`src/rtl/read_addr_hazard_gate.sv`:
```
// Read-address hazard gate: holds a read request until no pending write in the
// 8-entry write-address window targets the same {bank, row, col}, then issues it.

`ifndef ROW_ADDR_BITS
`define ROW_ADDR_BITS 14
`endif
`ifndef COL_ADDR_BITS
`define COL_ADDR_BITS 10
`endif
`ifndef BANK_ADDR_BITS
`define BANK_ADDR_BITS 3
`endif

module read_addr_hazard_gate #(
    parameter int unsigned DATA_WIDTH = `ROW_ADDR_BITS + `COL_ADDR_BITS + `BANK_ADDR_BITS,
    parameter int unsigned HOLD_CNT_W = 8,
    parameter int unsigned EVT_CNT_W  = 16
) (
    input  logic                    i_clk,
    input  logic                    i_rst_n,
    input  logic                    i_rd_valid,
    output logic                    o_rd_ready,
    input  logic [DATA_WIDTH-1:0]   i_rd_addr,
    input  logic [DATA_WIDTH:0]     i_waddr_0,
    input  logic [DATA_WIDTH:0]     i_waddr_1,
    input  logic [DATA_WIDTH:0]     i_waddr_2,
    input  logic [DATA_WIDTH:0]     i_waddr_3,
    input  logic [DATA_WIDTH:0]     i_waddr_4,
    input  logic [DATA_WIDTH:0]     i_waddr_5,
    input  logic [DATA_WIDTH:0]     i_waddr_6,
    input  logic [DATA_WIDTH:0]     i_waddr_7,
    output logic                    o_cmd_valid,
    input  logic                    i_cmd_ready,
    output logic [DATA_WIDTH-1:0]   o_cmd_addr,
    output logic                    o_hazard,
    output logic [HOLD_CNT_W-1:0]   o_hold_cycles,
    output logic [EVT_CNT_W-1:0]    o_hazard_events
);

    localparam int unsigned WIN_DEPTH = 8;
    localparam logic [HOLD_CNT_W-1:0] HOLD_MAX = '1;
    localparam logic [EVT_CNT_W-1:0]  EVT_MAX  = '1;

    typedef enum logic [1:0] {
        ST_IDLE  = 2'd0,
        ST_CHECK = 2'd1,
        ST_HOLD  = 2'd2,
        ST_ISSUE = 2'd3
    } state_t;

    state_t                  state;
    logic [DATA_WIDTH-1:0]   rd_addr_q;
    logic                    rd_ready_q;
    logic [DATA_WIDTH:0]     window [WIN_DEPTH];
    logic [WIN_DEPTH-1:0]    match;
    logic                    hit;

    assign window[0] = i_waddr_0;
    assign window[1] = i_waddr_1;
    assign window[2] = i_waddr_2;
    assign window[3] = i_waddr_3;
    assign window[4] = i_waddr_4;
    assign window[5] = i_waddr_5;
    assign window[6] = i_waddr_6;
    assign window[7] = i_waddr_7;

    assign o_rd_ready = rd_ready_q;

    // Compare the captured read address against every valid window entry.
    always_comb begin
        match = '0;
        for (int k = 0; k < int'(WIN_DEPTH); k++) begin
            match[k] = window[k][DATA_WIDTH] && (window[k][DATA_WIDTH-1:0] == rd_addr_q);
        end
        hit = |match;
    end

    // Request FSM with registered handshake, hazard flag and statistics.
    always_ff @(posedge i_clk or negedge i_rst_n) begin
        if (!i_rst_n) begin
            state           <= ST_IDLE;
            rd_addr_q       <= '0;
            rd_ready_q      <= 1'b1;
            o_cmd_valid     <= 1'b0;
            o_cmd_addr      <= '0;
            o_hazard        <= 1'b0;
            o_hold_cycles   <= '0;
            o_hazard_events <= '0;
        end else begin
            case (state)
                ST_IDLE: begin
                    if (i_rd_valid && rd_ready_q) begin
                        rd_addr_q     <= i_rd_addr;
                        o_hold_cycles <= '0;
                        rd_ready_q    <= 1'b0;
                        state         <= ST_CHECK;
                    end
                end
                ST_CHECK: begin
                    if (hit) begin
                        o_hazard <= 1'b1;
                        if (o_hazard_events != EVT_MAX) begin
                            o_hazard_events <= o_hazard_events + EVT_CNT_W'(1);
                        end
                        state <= ST_HOLD;
                    end else begin
                        o_cmd_valid <= 1'b1;
                        o_cmd_addr  <= rd_addr_q;
                        state       <= ST_ISSUE;
                    end
                end
                ST_HOLD: begin
                    if (o_hold_cycles != HOLD_MAX) begin
                        o_hold_cycles <= o_hold_cycles + HOLD_CNT_W'(1);
                    end
                    if (!hit) begin
                        o_hazard    <= 1'b0;
                        o_cmd_valid <= 1'b1;
                        o_cmd_addr  <= rd_addr_q;
                        state       <= ST_ISSUE;
                    end
                end
                ST_ISSUE: begin
                    if (i_cmd_ready) begin
                        o_cmd_valid <= 1'b0;
                        rd_ready_q  <= 1'b1;
                        state       <= ST_IDLE;
                    end
                end
                default: begin
                    state <= ST_IDLE;
                end
            endcase
        end
    end

endmodule

```
`config.mk`:
```
export PLATFORM = sky130hd
export DESIGN_NAME = read_addr_hazard_gate
export DESIGN_NICKNAME = d
export VERILOG_FILES = /design/src/rtl/read_addr_hazard_gate.sv
export SDC_FILE = /design/constraint.sdc
export NUM_CORES = 1
export LEC_CHECK = 0
export CORE_ASPECT_RATIO = 0.6
export CORE_MARGIN = 3
export CORE_UTILIZATION = 38
export DETAILED_ROUTE_END_ITERATION = 6
export HOLD_SLACK_MARGIN = 0.06
export PLACE_DENSITY = 0.87
export REMOVE_ABC_BUFFERS = 1
export SYNTH_ARGS = -nofsm -noshare
export SYNTH_HDL_FRONTEND = slang
export SYNTH_SLANG_ARGS = --single-unit
export TNS_END_PERCENT = 5
```
`constraint.sdc`:
```
create_clock -name i_clk -period 1.9 [get_ports i_clk]
set_input_delay 0.38 -clock i_clk [delete_from_list [all_inputs] [get_ports i_clk]]
set_output_delay 0.38 -clock i_clk [all_outputs]
set_load 0.02 [all_outputs]
```
**Yosys cells after proc, flatten, opt, wreduce, memory -nomap -nowiden**

Cells that the tools add are included.

- Latch bits: 0
- Bits of input ports: 255
- RAM bits: 0
- Bits in read-only memories: 0
- Memories: 0
- Register bits: 83
- Word-level logic and storage cells: 71
- Output and inout port bits: 54

- Multiply operators: 0
- Multiplexer cells: 17
- Div/mod/pow operators: 0
- Add/sub/neg operators: 2
- Order comparisons: 0
- Bitwise logic cells: 1
- Shifts and indexed selects: 0
- Reduce and logical (&&, ||, !) cells: 24
- Equal/unequal tests: 19

Operators by type and width:

| kind | number |
|---|---|
| $eq 27x27->1 | 8 |
| $reduce_and 3->1 | 6 |
| $add 16x1->16 const B | 1 |
| $mux 8 | 2 |
| $ne 16x16->1 const B | 1 |
| $pmux 8 s2 | 1 |
| $ne 2x2->1 const B | 6 |
| $logic_and 1x1->1 | 9 |
| $add 8x1->8 const B | 1 |
| $ne 8x8->1 const B | 1 |
| $pmux 2 s4 | 1 |
| $reduce_bool 2->1 | 4 |
| $reduce_or 8->1 | 1 |
| $mux 1 | 7 |
| $mux 2 | 3 |
| $pmux 1 s2 | 3 |
| $eq 2x2->1 const B | 2 |
| $reduce_and 2->1 | 2 |
| $eq 2x1->1 const B | 1 |
| $logic_not 2->1 | 1 |
| $reduce_or 2->1 | 1 |
| $not 1->1 | 1 |

**Logic depth before layout (Yosys ltp)**

Gate-level depths: netlist (run 1).

- Word-level depth: 5
- Depth in mapped cells: 10
- Mapped depth without buffers: 9

**Worst setup path after synthesis (run 1)**

OpenSTA, ideal clock, no wires.

- Path kind: register to register
- Start point: register rd_addr_q[22]
- End point: register o_cmd_addr[0]
- Arrival time: 1.998 ns
- Stages on the path, launching flop included: 11
- Required time: 1.775 ns
- Path buffers: 3
- Slack: -0.223 ns
- Setup time: 0.125 ns
- Period minus slack after synthesis: 2.123 ns
- Cell sequence: dfrtp_1 buf_4 xnor2_1 nand4_1 nor4_1 a22oi_1 nand4_1 or2_1 buf_6 buf_8 mux2_4

- Longest elaborated chain between the ends: 5
- Elaborated cells between the ends (all ways): 19
- Those cells by class: eq/ne: 8; bitwise: 1; reduce/logical: 10

Ends and longest elaborated chain:

| item | RTL line | text |
|---|---|---|
| start, declared | 52 | `logic [DATA_WIDTH-1:0] rd_addr_q;` |
| start signal, assigned | 93 | `rd_addr_q <= i_rd_addr;` |
| $eq 27x27->1 | 73 | `match[k] = window[k][DATA_WIDTH] && (window[k][DATA_WIDTH-1:0] == rd_addr_q);` |
| $logic_and 1x1->1 | 73 |  |
| $reduce_or 8->1 (*) | 75 | `hit = \|match;` |
| $not 1->1 (no source line) (*) | -- |  |
| $reduce_and 2->1 (no source line) (*) | -- |  |
| end signal, assigned | 108 | `o_cmd_addr <= rd_addr_q;` |
| end signal, assigned | 119 | `o_cmd_addr <= rd_addr_q;` |
| end, declared | 34 | `output logic [DATA_WIDTH-1:0] o_cmd_addr,` |

Mark *: on every way between the ends. The rest lies on a longest branch, timed or not.
A chain may end at the register's enable or synchronous reset.

**Final worst setup path (run 1)**

- Start point: register rd_addr_q[0]
- End point: register o_cmd_addr[1]

The elaborated chain is that of the path after synthesis.

==> qor.csv, run 1 <==
stage,metric,value,unit
global_route,overflow,0,
place,dp.cells,1202,
drt,routed_wl,27.95,mm
synthesis,yosys-top-cells-area,"dfrtp_1, xnor2_1, mux2_2",
sta,clock.fmax,0.3994,GHz
floorplanning,die_h,105.8,um
critical_path,cp_slowest_stage_delay,450,ps
sta,slew_violations,0,
sta,worstMarginPinSlew,493.3,ps
sta,max_slew_margin,67.12,%
final_layout,stdcell_count,1241,
clock_network,clock-sinks,83,
final_layout,drive_gt1_share,25.02,%
critical_path,criticalPathCategory,reg2reg,
synthesis,synth_area,6307,um2
power,ir_drop,679.4,uV
critical_path,cp-start-kind,register,
floorplanning,die_width,172.3,um
place,gp_congestion,0.9224,
global_route,grt_pass1_vias,6666,
critical_path,path_cells,buf_12 -> buf_12 -> xnor2_1 -> nand4_1 -> nor4_2 -> a22oi_2 -> nand4_1 -> or2_4 -> buf_12 -> mux2_4,
run_status,violations,setup timing,
clock_network,cts.path.max_buffers,2,
sta,period_minus_slack,2504,ps
hold_path,hp-class,in2async,
place,dp_hpwl,22.08,mm
synthesis,synth_seq_cells,83,
drt,vias_per_cell,5.085,
critical_path,ff2ff_setup_slack,-600,ps
clock_network,clk_pin_slew,70,ps
final_layout,nNetsFinal,1275,
synthesis,yosysTopAreaCell,dfrtp_1,
run_status,status,finished with violations,
floorplanning,dieArea,18230,um2
synthesis,synth_seq_area_share,32.95,%
clock_network,tritoncts,done,
floorplanning,ios,309,
place,io_buffers,308,
final_layout,final_cell_mix,"clkdlybuf4s50_1, xnor2_1, buf_4",
sta,rsz0062_at_grt,yes,
drt,vias,6311,
clock_network,cts_hold_buffers,0,
drt,first_pass_iters,5,
global_route,track_usage,29.64,%
sta,fin_crit_sh,131.8,%
synthesis,postSynthAreaPerCell,10.56,um2
critical_path,cp.arrival,2710,ps
drt,drt-initial-drc-count,442,
final_layout,area_growth,77.11,%
final_layout,final_common_cell,clkdlybuf4s50_1,
clock_network,htreeDepth,3,
sta,hold_slack,50.68,ps
clock_network,cts_root_buffer,clkbuf_16,
drt,wl_per_cell,22.52,um
clock_network,clock_latency,340,ps
synthesis,synthCells,597,
final_layout,final_core_util,70.66,%
power,cellPowerDensity,1428,nW/um2
global_route,grt_pass1_wl,39.67,mm
floorplanning,num_rows,35,
floorplanning,initial_core_util,39.90,%
synthesis,synth_top_area_share,32.53,%
final_layout,antennaDiodeCount,0,
drt,drc,0,
sta,final.setup_skew,15.89,ps
sta,setup_viol_count_final,47,
synthesis,post_synth_num_cell_types,40,
global_route,grt_antenna_before_repair,0,
sta,finalHoldViolations,0,
critical_path,crit_slowest_cell,dfrtp_2,
critical_path,reg2reg_depth,10,
global_route,grt_max_degree,84,
power,power_leakage,4.393,nW
critical_path,crit_required,2110,ps
clock_network,cts_buffers,9,
critical_path,end_kind,register,
final_layout,fill_cells,1172,
run,maxCapViolCount,0,
floorplanning,core_area,15810,um2
sta,setup_slack,-603.8,ps
critical_path,cp_common_cell,buf_12,
drt,ant_nets,0,
critical_path,cp_max_fo,6,
synthesis,ys_warn_count,0,
## state kept, by name (all words and copies together) (netlist names)
register and cells:
o_cmd_addr 27, rd_addr_q 27, o_hazard_events 16, o_hold_cycles 8
state 2, o_cmd_valid 1, o_hazard 1, o_rd_ready 1
## cells in the mapped netlist
master	instances
o211a_1	1
mux2_4	20
or3_1	2
nor3b_1	1
xnor2_1	231
a41oi_2	1
ha_1	6
and4_1	1
buf_2	3
o31ai_1	1
nand3b_1	1
nor3_1	12
buf_4	3
and3_1	7
or2_1	1
nand2b_1	1
o211ai_1	2
clkbuf_1	4
a22oi_1	5
nor2b_1	1
o21ai_1	1
a22o_1	5
a21o_1	4
dfstp_2	1
o21ai_0	7
dfrtp_1	82
o31a_1	1
o21a_1	1
and2_1	1
nand3_1	20
nand4_1	62
buf_6	25
or2_2	2
nor2_1	9
nand2_1	15
nor4_1	8
a21oi_1	4
mux2_2	35
inv_1	8
buf_8	2
## final cells by class
cell class | instances | area [um2] | area share, %
well taps | 222 | 277.8 | 2.487
clock buffers | 9 | 225.2 | 2.016
inverters | 8 | 30.03 | 0.2688
clock inverters | 7 | 57.56 | 0.5152
flip-flops and latches | 83 | 2088 | 18.69
repair buffers | 443 | 4370 | 39.12
multi-input cells | 469 | 4121 | 36.90
## critical path: cells and delay by family, from the launching register on
| family | cells | cell delay (ps) |
|---|---|---|
| flops | 1 | 450 |
| mux | 1 | 300 |
| buf+inv | 3 | 430 |
| compound gates | 1 | 120 |
| xor+xnor | 1 | 240 |
| simple gates | 4 | 820 |
## final timing paths
check,from,to
min in group i_clk,o_hazard_events[13],o_hazard_events[13]
hold reg to reg,o_hazard_events[13],o_hazard_events[13]
max in group asynchronous,i_rst_n,rd_addr_q[25]
setup / recovery,rd_addr_q[0],o_cmd_addr[1]
setup reg to reg,rd_addr_q[0],o_cmd_addr[1]
hold / removal,i_rst_n,o_hold_cycles[5]
## routing by layer
layer  vias to the layer above  share of wire [%]  GRT usage (%)  wire, um
li1                       2900                  -              -         -
met1                      3071                 43          39.60     11940
met2                       306                 46          47.29     12910
met3                        34                9.3          9.108      2605
met4                         0                1.8          6.435       497
met5                         -                  0              0         0
## where the power goes
| group | switching (mW) | internal (mW) | total (mW) | leakage [nW] |
|---|---|---|---|---|
| combinational | 4.93 | 6.14 | 11.1 | 3.21 |
| sequential | 0.707 | 2.45 | 3.16 | 1.04 |
| clock | 0.810 | 0.909 | 1.72 | 0.135 |
| total | 6.45 | 9.50 | 15.9 | 4.39 |
## what timing repair did
action / 4_1_cts / 5_1_grt
pin swaps: 22 / 14
buffers inserted: 16 / 10
resized for setup: 47 / 25
gates cloned: 2 / 0
endpoints found under the setup margin: 49 / 52
## kinds of logic (layout without fill, tap and decap cells)
group | count (synthesis) | count (layout) | share of synthesized area [%]
and+or+nand+nor | 144 | 144 | 12.78
AOI/OAI and AO/OA | 33 | 33 | 3.749
xor gates and xnor gates | 231 | 231 | 32.08
DFF | 83 | 83 | 32.95
muxes | 55 | 55 | 11.01
adders and majority gates | 6 | 6 | 1.190
buffers and inverters | 45 | 467 | 6.249
## per-stage QoR
stage	setup TNS, ps	total power [mW]	setup slack (ps)	cell area (um2)
after floorplan	-42630	8.004	-1276	5943
after CTS	-22450	15.64	-587.4	11010
final	-23980	15.95	-603.8	11170
after detailed placement	-41540	12.86	-984.6	10320
after global routing	-27720	16.68	-671.8	11170
after global placement	-41310	12.62	-970.8	10320
Note: power is estimated with default switching activity, not from simulation.
==> run 2: changes to the inputs <==
--- a/config.mk
+++ b/config.mk
@@ -8,6 +8,8 @@
 export CORE_ASPECT_RATIO = 0.6
 export CORE_MARGIN = 3
 export CORE_UTILIZATION = 38
+export CTS_BUF_LIST = sky130_fd_sc_hd__clkbuf_2 sky130_fd_sc_hd__clkbuf_4 sky130_fd_sc_hd__clkbuf_8
+export CTS_CLUSTER_SIZE = 30
 export DETAILED_ROUTE_END_ITERATION = 6
 export HOLD_SLACK_MARGIN = 0.06
 export PLACE_DENSITY = 0.87
==> qor.csv, run 2 (synthesized netlist as in run 1, its figures left out) <==
stage,metric,value,unit,change
global_route,grt_antenna_before_repair,0,,unchanged
critical_path,r2r-end,o_cmd_addr[1],,unchanged
sta,setup_slack,-704.5,ps,was -603.8 ps
drt,drc,0,,unchanged
critical_path,cp.arrival,2830,ps,was 2710 ps
sta,clock.fmax,0.3840,GHz,was 0.3994 GHz
power,ir_drop,740.5,uV,was 679.4 uV
final_layout,final_common_cell,clkdlybuf4s50_1,,unchanged
hold_path,min_to,o_hazard_events[13],,
hold_path,hp-class,reg2reg,,was in2async
floorplanning,core_area,15810,um2,unchanged
critical_path,cp-start-kind,register,,unchanged
sta,finalHoldViolations,0,,unchanged
place,dp_slack,-984.6,ps,unchanged
floorplanning,initial_core_util,39.90,%,unchanged
hold_path,hold_depth,1,,
sta,rsz0062_at_grt,yes,,unchanged
critical_path,ff2ff_setup_slack,-700,ps,was -600 ps
final_layout,stdcell_count,1241,,unchanged
place,gp_congestion,0.9224,,unchanged
drt,drt-initial-drc-count,470,,was 442
sta,setup_viol_count_final,47,,unchanged
final_layout,final_core_util,70.15,%,was 70.66%
global_route,overflow,0,,unchanged
global_route,track_usage,29.63,%,was 29.64%
critical_path,crit_slowest_cell,dfrtp_1,,was dfrtp_2
critical_path,timing.critical_path.buf_inv,2,,was 3
run_status,violations,setup timing,,unchanged
critical_path,path_cells,buf_4 -> xnor2_2 -> nand4_1 -> nor4_4 -> a22oi_2 -> nand4_1 -> or2_4 -> buf_12 -> mux2_4,,was buf_12 -> buf_12 -> xnor2_1 -> nand4_1 -> nor4_2 -> a22oi_2 -> nand4_1 -> or2_4 -> buf_12 -> mux2_4
sta,max_slew_margin,68.33,%,was 67.12%
final_layout,drive_gt1_share,25.42,%,was 25.02%
critical_path,cp_common_cell,nand4_1,,was buf_12
power,power_leakage,4.435,nW,was 4.393 nW
floorplanning,die_h,105.8,um,unchanged
clock_network,cts_buffers,9,,unchanged
global_route,grt_pass1_vias,6621,,was 6666
final_layout,antennaDiodeCount,0,,unchanged
clock_network,tritoncts,done,,unchanged
drt,vias_per_cell,5.117,,was 5.085
critical_path,end_kind,register,,unchanged
sta,slew_violations,0,,unchanged
critical_path,cp_slowest_stage_delay,440,ps,was 450 ps
global_route,grt_max_degree,84,,unchanged
global_route,grt_pass1_wl,39.58,mm,was 39.67 mm
sta,worstMarginPinSlew,475.0,ps,was 493.3 ps
run_status,status,finished with violations,,unchanged
drt,routed_wl,28.02,mm,was 27.95 mm
clock_network,clock-sinks,83,,unchanged
clock_network,htreeDepth,3,,unchanged
place,dp.cells,1202,,unchanged
critical_path,reg2reg_depth,9,,was 10
place,io_buffers,308,,unchanged
critical_path,criticalPathCategory,reg2reg,,unchanged
floorplanning,num_rows,35,,unchanged
drt,ant_nets,0,,unchanged
place,dp_hpwl,22.08,mm,unchanged
sta,final.setup_skew,23.56,ps,was 15.89 ps
sta,hold_slack,502.4,ps,was 50.68 ps
clock_network,cts.path.max_buffers,2,,unchanged
floorplanning,die_width,172.3,um,unchanged
sta,period_minus_slack,2604,ps,was 2504 ps
critical_path,cpLargestDelayFamily,simple AND/OR/NAND/NOR gates,,unchanged
critical_path,r2r-start,rd_addr_q[16],,was rd_addr_q[0]
drt,vias,6350,,was 6311
floorplanning,ios,309,,unchanged
critical_path,cp_max_fo,6,,unchanged
clock_network,clk_pin_slew,100,ps,was 70 ps
hold_path,hold_start,o_hazard_events[13],,
sta,finalSetupTns,-29220,ps,was -23980 ps
critical_path,crit_required,2130,ps,was 2110 ps
final_layout,nNetsFinal,1275,,unchanged
final_layout,reg.largest.list,"o_cmd_addr: 27 flops, rd_addr_q: 27 flops, o_hazard_events: 16 flops",,unchanged
run,maxCapViolCount,0,,unchanged
power,cellPowerDensity,1392,nW/um2,was 1428 nW/um2
drt,wl_per_cell,22.58,um,was 22.52 um
clock_network,cts_root_buffer,clkbuf_8,,was clkbuf_16
clock_network,clock_latency,360,ps,was 340 ps
final_layout,final_cell_mix,"clkdlybuf4s50_1, xnor2_1, buf_4",,unchanged
sta,fin_crit_sh,137.1,%,was 131.8%
floorplanning,dieArea,18230,um2,unchanged
final_layout,area_growth,75.84,%,was 77.11%
drt,first_pass_iters,5,,unchanged
[run 2: through the flow]
stage | area, um2 | power (mW)
finish | 11090 | 15.44
global route | 11090 | 16.17
CTS | 10940 | 15.21
detailed placement | 10320 | 12.86
global placement | 10320 | 12.62
floorplan | 5943 | 8.004
[run 2: layer usage]
layer	track usage, %	vias to the layer above	wire length (um)	part of all wire (%)
li1	-	2896	-	-
met1	39.19	3105	11750	42
met2	47.68	310	13020	46
met3	9.520	39	2732	9.8
met4	5.979	0	517	1.8
met5	0	-	0	0
[run 2: worst max-delay path by stage]
stage / end / cells after the start / from / slack [ps]
CTS: o_cmd_addr[25] / 11 / rd_addr_q[7] / -580
global placement: o_cmd_addr[16] / 10 / i_waddr_4[3] / -970
finish: o_cmd_addr[1] / 9 / rd_addr_q[16] / -700
detailed placement: o_cmd_addr[17] / 10 / i_waddr_7[24] / -980
global route: o_cmd_addr[1] / 9 / rd_addr_q[16] / -760
floorplan: o_cmd_addr[12] / 7 / rd_addr_q[25] / -1280
[run 2: cell type report]
type / instances / area [um2]
tap: 222 / 277.8
fill: 1179 / 4718
clock buffer: 9 / 123.9
clock inverter: 7 / 57.56
sequential: 83 / 2090
multi-input combinational: 469 / 4153
timing repair buffer: 443 / 4359
inverter: 8 / 30.03
[run 2: report_power, final]
part	switching, mW	internal, mW	total, mW
registers	0.714	2.45	3.16
logic	4.95	6.07	11.0
clock network	0.753	0.497	1.25
[run 2: repair_timing]
| item | 4_1_cts | 5_1_grt |
|---|---|---|
| endpoints found under the setup margin | 49 | 56 |
| endpoints found under the hold margin | 33 | 0 |
| setup buffers | 15 | 11 |
| hold buffers | 1 | 0 |
| pin swaps | 24 | 17 |
| gates resized for setup | 60 | 25 |
| cloned | 2 | 0 |
